==> src/rtl/cfg_ctrl_pkg.sv <==
`default_nettype none
// ============================================================================
// cfg_ctrl_pkg : FSM states, packet field positions and field helpers
// Rev 1.0
// ============================================================================
package cfg_ctrl_pkg;

  typedef enum logic [1:0] {
    IDLE  = 2'd0,
    ISSUE = 2'd1,
    RESP  = 2'd2
  } state_t;

  localparam int CFG_RW_BIT   = 27;
  localparam int CFG_ADDR_LSB = 24;
  localparam int CFG_DATA_W   = 24;

  function automatic logic pkt_is_write(input logic [CFG_RW_BIT:0] f_pkt);
    return f_pkt[CFG_RW_BIT];
  endfunction

  function automatic logic [2:0] pkt_addr(input logic [CFG_RW_BIT:0] f_pkt);
    return f_pkt[CFG_ADDR_LSB +: 3];
  endfunction

  function automatic logic [CFG_DATA_W-1:0] pkt_data(input logic [CFG_RW_BIT:0] f_pkt);
    return f_pkt[CFG_DATA_W-1:0];
  endfunction

endpackage
`default_nettype wire

==> src/rtl/cfg_access_arbiter_if.sv <==
`default_nettype none
// ============================================================================
// cfg_access_arbiter_if : requester, register-file and response signals
// Rev 1.0
// ============================================================================
interface cfg_access_arbiter_if #(
  parameter int WIDTH = 32
);
  logic [WIDTH-1:0] s0_packet;
  logic             s0_valid;
  logic             s0_ready;
  logic [WIDTH-1:0] s1_packet;
  logic             s1_valid;
  logic             s1_ready;
  logic [WIDTH-1:0] cfg_packet;
  logic             cfg_write_en;
  logic             cfg_read_en;
  logic [WIDTH-9:0] cfg_read_data;
  logic             cfg_valid;
  logic [WIDTH-1:0] rsp_packet;
  logic             rsp_src;
  logic             rsp_err;
  logic             rsp_valid;
  logic             rsp_ready;
  logic             busy;

  modport slave (
    input  s0_packet, s0_valid, s1_packet, s1_valid, cfg_read_data, cfg_valid, rsp_ready,
    output s0_ready, s1_ready, cfg_packet, cfg_write_en, cfg_read_en,
           rsp_packet, rsp_src, rsp_err, rsp_valid, busy
  );

  modport master (
    output s0_packet, s0_valid, s1_packet, s1_valid, cfg_read_data, cfg_valid, rsp_ready,
    input  s0_ready, s1_ready, cfg_packet, cfg_write_en, cfg_read_en,
           rsp_packet, rsp_src, rsp_err, rsp_valid, busy
  );
endinterface
`default_nettype wire

==> src/rtl/rr_arbiter2.sv <==
`default_nettype none
// ============================================================================
// rr_arbiter2 : two-way round-robin grant, last winner remembered on i_update
// Rev 1.0
// ============================================================================
module rr_arbiter2 (
  input  wire logic       clk,
  input  wire logic       rst,
  input  wire logic [1:0] i_req,
  input  wire logic       i_update,
  output logic      [1:0] o_gnt
);

  // Reset value 1 lets requester 0 win the first contest.
  logic r_last_grant;

  always_comb begin
    o_gnt = 2'b00;
    case (i_req)
      2'b01:   o_gnt = 2'b01;
      2'b10:   o_gnt = 2'b10;
      2'b11:   o_gnt = r_last_grant ? 2'b01 : 2'b10;
      default: o_gnt = 2'b00;
    endcase
  end

  always_ff @(posedge clk or posedge rst) begin
    if (rst) begin
      r_last_grant <= 1'b1;
    end else if (i_update && (|o_gnt)) begin
      r_last_grant <= o_gnt[1];
    end
  end

endmodule
`default_nettype wire

==> src/rtl/cfg_access_arbiter.sv <==
`default_nettype none
// ============================================================================
// cfg_access_arbiter : shares the config register file between two requesters
// Rev 1.0
// ============================================================================
module cfg_access_arbiter
  import cfg_ctrl_pkg::*;
#(
  parameter int WIDTH      = 32,
  parameter int ACK_WRITES = 1,
  parameter int TIMEOUT    = 15
) (
  input  wire logic            clk,
  input  wire logic            rst,
  cfg_access_arbiter_if.slave  bus
);

  state_t           r_state;
  state_t           w_next_state;
  logic [WIDTH-1:0] r_pkt;
  logic             r_src;
  logic [3:0]       r_timer;
  logic [WIDTH-1:0] r_rsp_packet;
  logic             r_rsp_err;

  logic [1:0]       w_req;
  logic [1:0]       w_gnt;
  logic             w_grant;
  logic             w_write_en;
  logic             w_read_en;
  logic             w_rsp_valid;
  logic             w_is_write;
  logic             w_timeout;

  assign w_req      = {bus.s1_valid, bus.s0_valid};
  assign w_is_write = pkt_is_write(r_pkt[CFG_RW_BIT:0]);
  assign w_timeout  = (r_timer == 4'(TIMEOUT - 1));

  rr_arbiter2 u_arb (
    .clk      (clk),
    .rst      (rst),
    .i_req    (w_req),
    .i_update (w_grant),
    .o_gnt    (w_gnt)
  );

  always_ff @(posedge clk or posedge rst) begin
    if (rst) begin
      r_state <= IDLE;
    end else begin
      r_state <= w_next_state;
    end
  end

  // Ready is masked by rst so no requester sees a grant while reset is held.
  always_comb begin
    w_next_state = r_state;
    w_grant      = 1'b0;
    w_write_en   = 1'b0;
    w_read_en    = 1'b0;
    w_rsp_valid  = 1'b0;
    case (r_state)
      IDLE: begin
        if ((|w_req) && !rst) begin
          w_grant      = 1'b1;
          w_next_state = ISSUE;
        end
      end
      ISSUE: begin
        if (w_is_write) begin
          w_write_en   = 1'b1;
          w_next_state = (ACK_WRITES != 0) ? RESP : IDLE;
        end else begin
          w_read_en = 1'b1;
          if (bus.cfg_valid || w_timeout) begin
            w_next_state = RESP;
          end
        end
      end
      RESP: begin
        w_rsp_valid = 1'b1;
        if (bus.rsp_ready) begin
          w_next_state = IDLE;
        end
      end
      default: w_next_state = IDLE;
    endcase
  end

  always_ff @(posedge clk or posedge rst) begin
    if (rst) begin
      r_pkt        <= '0;
      r_src        <= 1'b0;
      r_timer      <= 4'd0;
      r_rsp_packet <= '0;
      r_rsp_err    <= 1'b0;
    end else begin
      if (w_grant) begin
        r_pkt   <= w_gnt[1] ? bus.s1_packet : bus.s0_packet;
        r_src   <= w_gnt[1];
        r_timer <= 4'd0;
      end
      if (r_state == ISSUE) begin
        if (w_is_write) begin
          r_rsp_packet <= r_pkt;
          r_rsp_err    <= 1'b0;
        end else if (bus.cfg_valid) begin
          r_rsp_packet <= {r_pkt[WIDTH-1:CFG_ADDR_LSB], bus.cfg_read_data[CFG_DATA_W-1:0]};
          r_rsp_err    <= 1'b0;
        end else if (w_timeout) begin
          r_rsp_packet <= {r_pkt[WIDTH-1:CFG_ADDR_LSB], {CFG_DATA_W{1'b1}}};
          r_rsp_err    <= 1'b1;
        end else begin
          r_timer <= r_timer + 4'd1;
        end
      end
    end
  end

  assign bus.s0_ready     = w_grant & ~w_gnt[1];
  assign bus.s1_ready     = w_grant &  w_gnt[1];
  assign bus.cfg_packet   = r_pkt;
  assign bus.cfg_write_en = w_write_en;
  assign bus.cfg_read_en  = w_read_en;
  assign bus.rsp_packet   = r_rsp_packet;
  assign bus.rsp_src      = r_src;
  assign bus.rsp_err      = r_rsp_err;
  assign bus.rsp_valid    = w_rsp_valid;
  assign bus.busy         = (r_state != IDLE);

endmodule
`default_nettype wire

==> src/flat_wrapper.sv <==
// flat-port wrapper written by rule: the top's interface ports become plain ports
module cfg_access_arbiter_flat import cfg_ctrl_pkg::*;
#(
  parameter int WIDTH      = 32,
  parameter int ACK_WRITES = 1,
  parameter int TIMEOUT    = 15
)
  (clk, rst, bus_s0_packet, bus_s0_valid, bus_s1_packet, bus_s1_valid, bus_cfg_read_data, bus_cfg_valid, bus_rsp_ready, bus_s0_ready, bus_s1_ready, bus_cfg_packet, bus_cfg_write_en, bus_cfg_read_en, bus_rsp_packet, bus_rsp_src, bus_rsp_err, bus_rsp_valid, bus_busy);
  cfg_access_arbiter_if #(.WIDTH(WIDTH)) bus_i ();
  input  wire logic clk;
  input  wire logic rst;
  input wire logic [$bits(bus_i.s0_packet)-1:0] bus_s0_packet;
  input wire logic [$bits(bus_i.s0_valid)-1:0] bus_s0_valid;
  input wire logic [$bits(bus_i.s1_packet)-1:0] bus_s1_packet;
  input wire logic [$bits(bus_i.s1_valid)-1:0] bus_s1_valid;
  input wire logic [$bits(bus_i.cfg_read_data)-1:0] bus_cfg_read_data;
  input wire logic [$bits(bus_i.cfg_valid)-1:0] bus_cfg_valid;
  input wire logic [$bits(bus_i.rsp_ready)-1:0] bus_rsp_ready;
  output wire logic [$bits(bus_i.s0_ready)-1:0] bus_s0_ready;
  output wire logic [$bits(bus_i.s1_ready)-1:0] bus_s1_ready;
  output wire logic [$bits(bus_i.cfg_packet)-1:0] bus_cfg_packet;
  output wire logic [$bits(bus_i.cfg_write_en)-1:0] bus_cfg_write_en;
  output wire logic [$bits(bus_i.cfg_read_en)-1:0] bus_cfg_read_en;
  output wire logic [$bits(bus_i.rsp_packet)-1:0] bus_rsp_packet;
  output wire logic [$bits(bus_i.rsp_src)-1:0] bus_rsp_src;
  output wire logic [$bits(bus_i.rsp_err)-1:0] bus_rsp_err;
  output wire logic [$bits(bus_i.rsp_valid)-1:0] bus_rsp_valid;
  output wire logic [$bits(bus_i.busy)-1:0] bus_busy;
  assign bus_i.s0_packet = bus_s0_packet;
  assign bus_i.s0_valid = bus_s0_valid;
  assign bus_i.s1_packet = bus_s1_packet;
  assign bus_i.s1_valid = bus_s1_valid;
  assign bus_i.cfg_read_data = bus_cfg_read_data;
  assign bus_i.cfg_valid = bus_cfg_valid;
  assign bus_i.rsp_ready = bus_rsp_ready;
  assign bus_s0_ready = bus_i.s0_ready;
  assign bus_s1_ready = bus_i.s1_ready;
  assign bus_cfg_packet = bus_i.cfg_packet;
  assign bus_cfg_write_en = bus_i.cfg_write_en;
  assign bus_cfg_read_en = bus_i.cfg_read_en;
  assign bus_rsp_packet = bus_i.rsp_packet;
  assign bus_rsp_src = bus_i.rsp_src;
  assign bus_rsp_err = bus_i.rsp_err;
  assign bus_rsp_valid = bus_i.rsp_valid;
  assign bus_busy = bus_i.busy;
  cfg_access_arbiter #(.WIDTH(WIDTH), .ACK_WRITES(ACK_WRITES), .TIMEOUT(TIMEOUT)) u_core (.clk(clk), .rst(rst), .bus(bus_i));
endmodule
==> config.mk <==
export PLATFORM = sky130hd
export DESIGN_NAME = cfg_access_arbiter_flat
export DESIGN_NICKNAME = d
export VERILOG_FILES = /design/src/rtl/cfg_ctrl_pkg.sv /design/src/rtl/cfg_access_arbiter_if.sv /design/src/rtl/rr_arbiter2.sv /design/src/rtl/cfg_access_arbiter.sv /design/src/flat_wrapper.sv
export SDC_FILE = /design/constraint.sdc
export NUM_CORES = 1
export LEC_CHECK = 0
export CORE_MARGIN = 2
export CORE_UTILIZATION = 35
export CTS_CLUSTER_SIZE = 24
export DETAILED_ROUTE_END_ITERATION = 10
export GPL_ROUTABILITY_DRIVEN = 0
export GPL_TIMING_DRIVEN = 0
export PLACE_DENSITY = 0.7
export SKIP_LAST_GASP = 1
export SYNTH_ARGS = -nofsm -noshare
export SYNTH_HDL_FRONTEND = slang
export SYNTH_SLANG_ARGS = --single-unit
export TNS_END_PERCENT = 50
==> constraint.sdc <==
create_clock -name clk -period 2.83 [get_ports clk]
set_clock_uncertainty 0.15 [all_clocks]
set_input_delay 0.566 -clock clk [delete_from_list [all_inputs] [get_ports clk]]
set_output_delay 0.566 -clock clk [all_outputs]
set_load 0.02 [all_outputs]
**Word level (Yosys, flattened, before mapping)**

Index checks and enable logic that the tools add are counted.

- Reductions and logical operators: 11
- $add $sub $neg: 1
- Mux-type cells: 26
- Bitwise logic cells: 3
- Eq/ne operators: 9

Operator list:

| cell | number |
|---|---|
| 32-bit two-way mux | 4 |
| 4-bit two-way mux | 5 |
| 2-bit one-hot mux with 3 select lines | 2 |
| 1-bit two-way mux | 10 |
| 2-bit two-way mux | 5 |
| 2-bit equality test (second input constant) | 3 |
| 4-bit by 1-bit adder with 4-bit output (second input constant) | 1 |
| 2-bit by 1-bit equality test with 1-bit output (second input constant) | 2 |
| 4-bit equality test (second input constant) | 1 |
| 2-bit OR reduction | 2 |
| 3-bit by 1-bit inequality test with 1-bit output (second input constant) | 1 |
| 3-bit AND reduction | 1 |
| 3-bit nonzero test | 1 |
| 1-bit bitwise AND | 2 |
| 1-bit logical AND | 2 |
| 2-bit logical NOT | 1 |
| 2-bit by 1-bit inequality test with 1-bit output (second input constant) | 1 |
| 2-bit inequality test (second input constant) | 1 |
| 2-bit AND reduction | 1 |
| 2-bit nonzero test | 1 |
| 1-bit logical NOT | 1 |
| 1-bit logical OR | 1 |
| 1-bit NOT | 1 |

- Word-level logic and storage cells: 57
- Register bits: 73
- Output and inout port bits: 72
- Input bits: 94

**Logic depth before layout (Yosys ltp)**

- Depth after elaboration: 9
- Gate-level depth with buffers: 6
- Depth with buffers taken out: 5

**Hierarchy**

Synthesis repeated with hierarchy kept, for this count alone.

- Cell total of the unflattened synthesis: 280
- Area, all modules: 3,508.4 um2

Modules (own cells, without submodules):

| module | seq. area each (um2) | times used | cells an instance | area an instance (um2) |
|---|---|---|---|---|
| cfg_access_arbiter | 1,801.7 | 1 | 273 | 3,448.3 |
| rr_arbiter2 | 26.3 | 1 | 7 | 60.1 |

**Worst setup path after synthesis**

No wires, ideal clock.

- Kind: input to output
- From: in rst
- To: out bus_s1_ready
- Path buffers: 1
- Slack: 623 ps
- Data required time: 2,114 ps
- Cell stages on the path: 4
- Arrival time: 1,491 ps
- Path through: or3_4 nor2_8 buf_8 and2_1

- Longest elaborated chain between the ends: 5

Ends and longest elaborated chain:

| item | RTL line | source |
|---|---|---|
| start: declaration | flat_wrapper.sv:11 | `input wire logic rst;` |
| 1-bit logical NOT (no source line) | n/a |  |
| 1-bit logical AND | cfg_access_arbiter.sv:64 | `if ((\|w_req) && !rst) begin` |
| 1-bit two-way mux | cfg_access_arbiter.sv:64 |  |
| 1-bit two-way mux | cfg_access_arbiter.sv:62 | `case (r_state)` |
| 1-bit bitwise AND | cfg_access_arbiter.sv:121 | `assign bus.s1_ready = w_grant & w_gnt[1];` |
| end: declaration | flat_wrapper.sv:20 | `output wire logic [$bits(bus_i.s1_ready)-1:0] bus_s1_ready;` |

No other way between the ends.

**Final worst setup path**

Ends and elaborated chain as after synthesis.

==> flow_summary.ini <==
[setup_path]
reg2reg_setup_slack_ps = 620
rr_worst_depth = 6
crit_cells = 6
cp.required_ps = 2110
path_delay_family = buffers and inverters
cpMaxStageDelayCell = clkdlybuf4s50_1
crit_chain = clkdlybuf4s50_1, or3_4, nor2_8, buf_8, and2_1, clkdlybuf4s15_1
slowest_delay_ps = 460
r2r-end = u_core.bus.rsp_packet[25]$_DFFE_PP0P_
cp-start-kind = input pin
regToRegStartpoint = u_core.r_timer[0]$_DFF_PP0_
crit_path_max_fanout = 10
setup.worst_path.end_class = output port
worst-path-buf-inv = 3
cp_data_arrival_time_ps = 2170
path_class = input pin to output port

[min_path]
holdPathStages = 1
hold_class = flop to flop
holdCritStartpoint = u_core.bus.rsp_src$_DFFE_PP0P_
hold_path_end = u_core.bus.rsp_src$_DFFE_PP0P_

[grt]
grt_max_degree = 54
grt_antenna_before_repair = 0
grt_usage_pct = 18.66
grt_pass1_vias = 3153
grt_pass1_wl_um = 16200
grt-ovfl-total = 0

[logic_synthesis]
ys.flop_type = dfrtp_1
synth_warnings = 0
ys_ff_latch = 73
synth-seq-area-share_pct = 50.98
syn_inst = 276
async_flop_share_pct = 100.0
synthTopCellsByArea = dfrtp_1, mux2_2, mux2i_1
synth_top_area_share_pct = 50.24
synth_edf_count = 0
ys_types = 38
synth_common_cells = dfrtp_1, mux2_2, inv_1
synth_nets = 372
yosys.area.top_type = dfrtp_1
syn_area_per_cell_um2 = 12.99
yosysMostFrequentCell = dfrtp_1
netlist_area_um2 = 3586

[route]
via_count = 2844
vias_per_cell = 4.820
wl_per_cell_um = 16.97
drt-initial-drc-count = 75
drt-total-wl_um = 10010
route.detailed.drc = 0
dr.pass1.iters = 4
ant_nets = 0

[timing]
drv_slew = 0
fmax_ghz = 0.3463
relSlewSlack_pct = 66.09
period_minus_slack_ps = 2888
min_period_over_period_pct = 102.0
hold_ws_ps = 341.5
fin_setup_tns_ps = -58.01
finalSetupViolations = 1
worstMarginPinSlew_ps = 506.7
hold_viol_final = 0
fin_ws_ps = -58.01
rsz0062_at_grt = yes

[place]
post-place-ws_ps = -465.2
dp.final_hpwl_um = 7403
portBuffers = 165
dpl_cell_area_um2 = 5434

[cts]
cts_root_buf = clkbuf_8
cts.clk_slew.worst_paths_ps = 70
cts_tree = built
cts.sinks = 73
holdBufCountCts = 0
clock_latency_ps = 340
ctsHtreeMaxLevel = 3
cts-buffers-inserted = 9
cts_buffer_depth = 2

[run_status]
status = finished, violations left
violations = negative setup slack

[floorplan]
initial_core_util_pct = 36.35
die_x_um = 105.2
dieArea_um2 = 11070
ioPinCount = 166
coreArea_um2 = 9864
row_count = 36
die_h_um = 105.2

[power]
p_per_area_nw_per_um2 = 1065
leakage_nw = 2.356
peakVddDrop_mv = 0.5753

[cells_and_area]
final_nets = 549
multiInputGateArea_um2 = 1515
area_delta_synth_final_pct = 57.43
n_fill_cell = 823
seq_area_um2 = 1828
layout-drive-gt1-share_pct = 23.41
n_antenna_cell = 0
design_area_um2 = 5645

[job]
drv_cap = 0
[sequential cells by signal, indices dropped and copies added (netlist names)]
name and cells:
u_core.bus.cfg_packet 32, u_core.bus.rsp_err 1, u_core.bus.rsp_packet 32, u_core.bus.rsp_src 1, u_core.r_state 2, u_core.r_timer 4
u_core.u_arb.r_last_grant 1
[final cells by class]
type / instances / area share (%)
Tap cell: 133 / 2.948
Clock buffer: 11 / 2.682
Clock inverter: 4 / 0.9309
Multi-Input combinational cell: 158 / 26.84
Buffer: 13 / 2.216
Sequential cell: 73 / 32.38
Inverter: 31 / 2.150
Timing Repair Buffer: 167 / 29.85
[per-layer routing]
layer  wire (um)  vias to the layer above  global-route usage [%]
met5           0                        -                       0
met4         189                        0                   4.952
met3         704                       15                   6.741
met2        4848                      118                   31.52
met1        4268                     1371                   22.50
li1            -                     1340                       -
[timing repair]
item,CTS,global route
gates resized for setup,4,2
setup endpoints to repair,3,3
pin swaps,1,0
buffers inserted,1,0
[through the flow]
| stage | util, % | power, W | std cells |
|---|---|---|---|
| floorplan | - | 0.003688 | 276 |
| global placement | 54.78 | 0.005136 | 574 |
| detailed placement | 55.09 | 0.005205 | 575 |
| CTS | 57.24 | 0.006089 | 591 |
| global route | 57.23 | 0.006381 | 590 |
| finish | 57.23 | 0.006010 | 590 |
[cell usage in the layout (no fill, tap or decap), types with 2 or more instances in the layout]
| master | n |
|---|---|
| clkdlybuf4s50_1 | 163 |
| dfrtp_1 | 72 |
| mux2_2 | 62 |
| inv_1 | 29 |
| o22ai_1 | 26 |
| mux2i_1 | 25 |
| clkbuf_8 | 11 |
| mux2_4 | 7 |
| nand3_1 | 5 |
| nor2_1 | 5 |
| buf_4 | 4 |
| nand2b_1 | 3 |
| buf_2 | 3 |
| buf_6 | 3 |
| mux2_1 | 3 |
| clkinvlp_4 | 3 |
| inv_4 | 2 |
| buf_8 | 2 |
| o221ai_1 | 2 |
| ha_1 | 2 |
[where the power goes]
part | total (W) | switching, W | internal (W) | leakage (nW)
Combinational | 0.00325 | 0.00154 | 0.00171 | 1.41
Sequential | 0.00191 | 0.000358 | 0.00156 | 0.853
Clock | 0.000850 | 0.000399 | 0.000451 | 0.0937
Total | 0.00601 | 0.00230 | 0.00371 | 2.36
[worst max-delay path by stage]
stage	slack (ps)	endpoint	from
4_1_cts	-130	bus_cfg_write_en	u_core.bus.cfg_packet[27]$_DFFE_PP0P_
5_1_grt	-120	bus_s1_ready	rst
3_3_place_gp	-1130	u_core.bus.cfg_packet[10]$_DFFE_PP0P_	rst
2_1_floorplan	260	u_core.bus.cfg_packet[0]$_DFFE_PP0P_	rst
3_5_place_dp	-470	bus_s1_ready	rst
6_report	-60	bus_s1_ready	rst
[logic make-up (layout without fill, tap and decap cells)]
kind of cell / after synthesis / count (layout) / synth area share [%]
fa+ha+maj: 2 / 2 / 0.6977
buf+inv: 45 / 226 / 6.769
flops: 73 / 73 / 50.98
compound gates: 36 / 36 / 6.874
mux: 97 / 97 / 30.32
simple gates: 23 / 23 / 4.361
No activity file was read; power rests on OpenSTA's default activity.
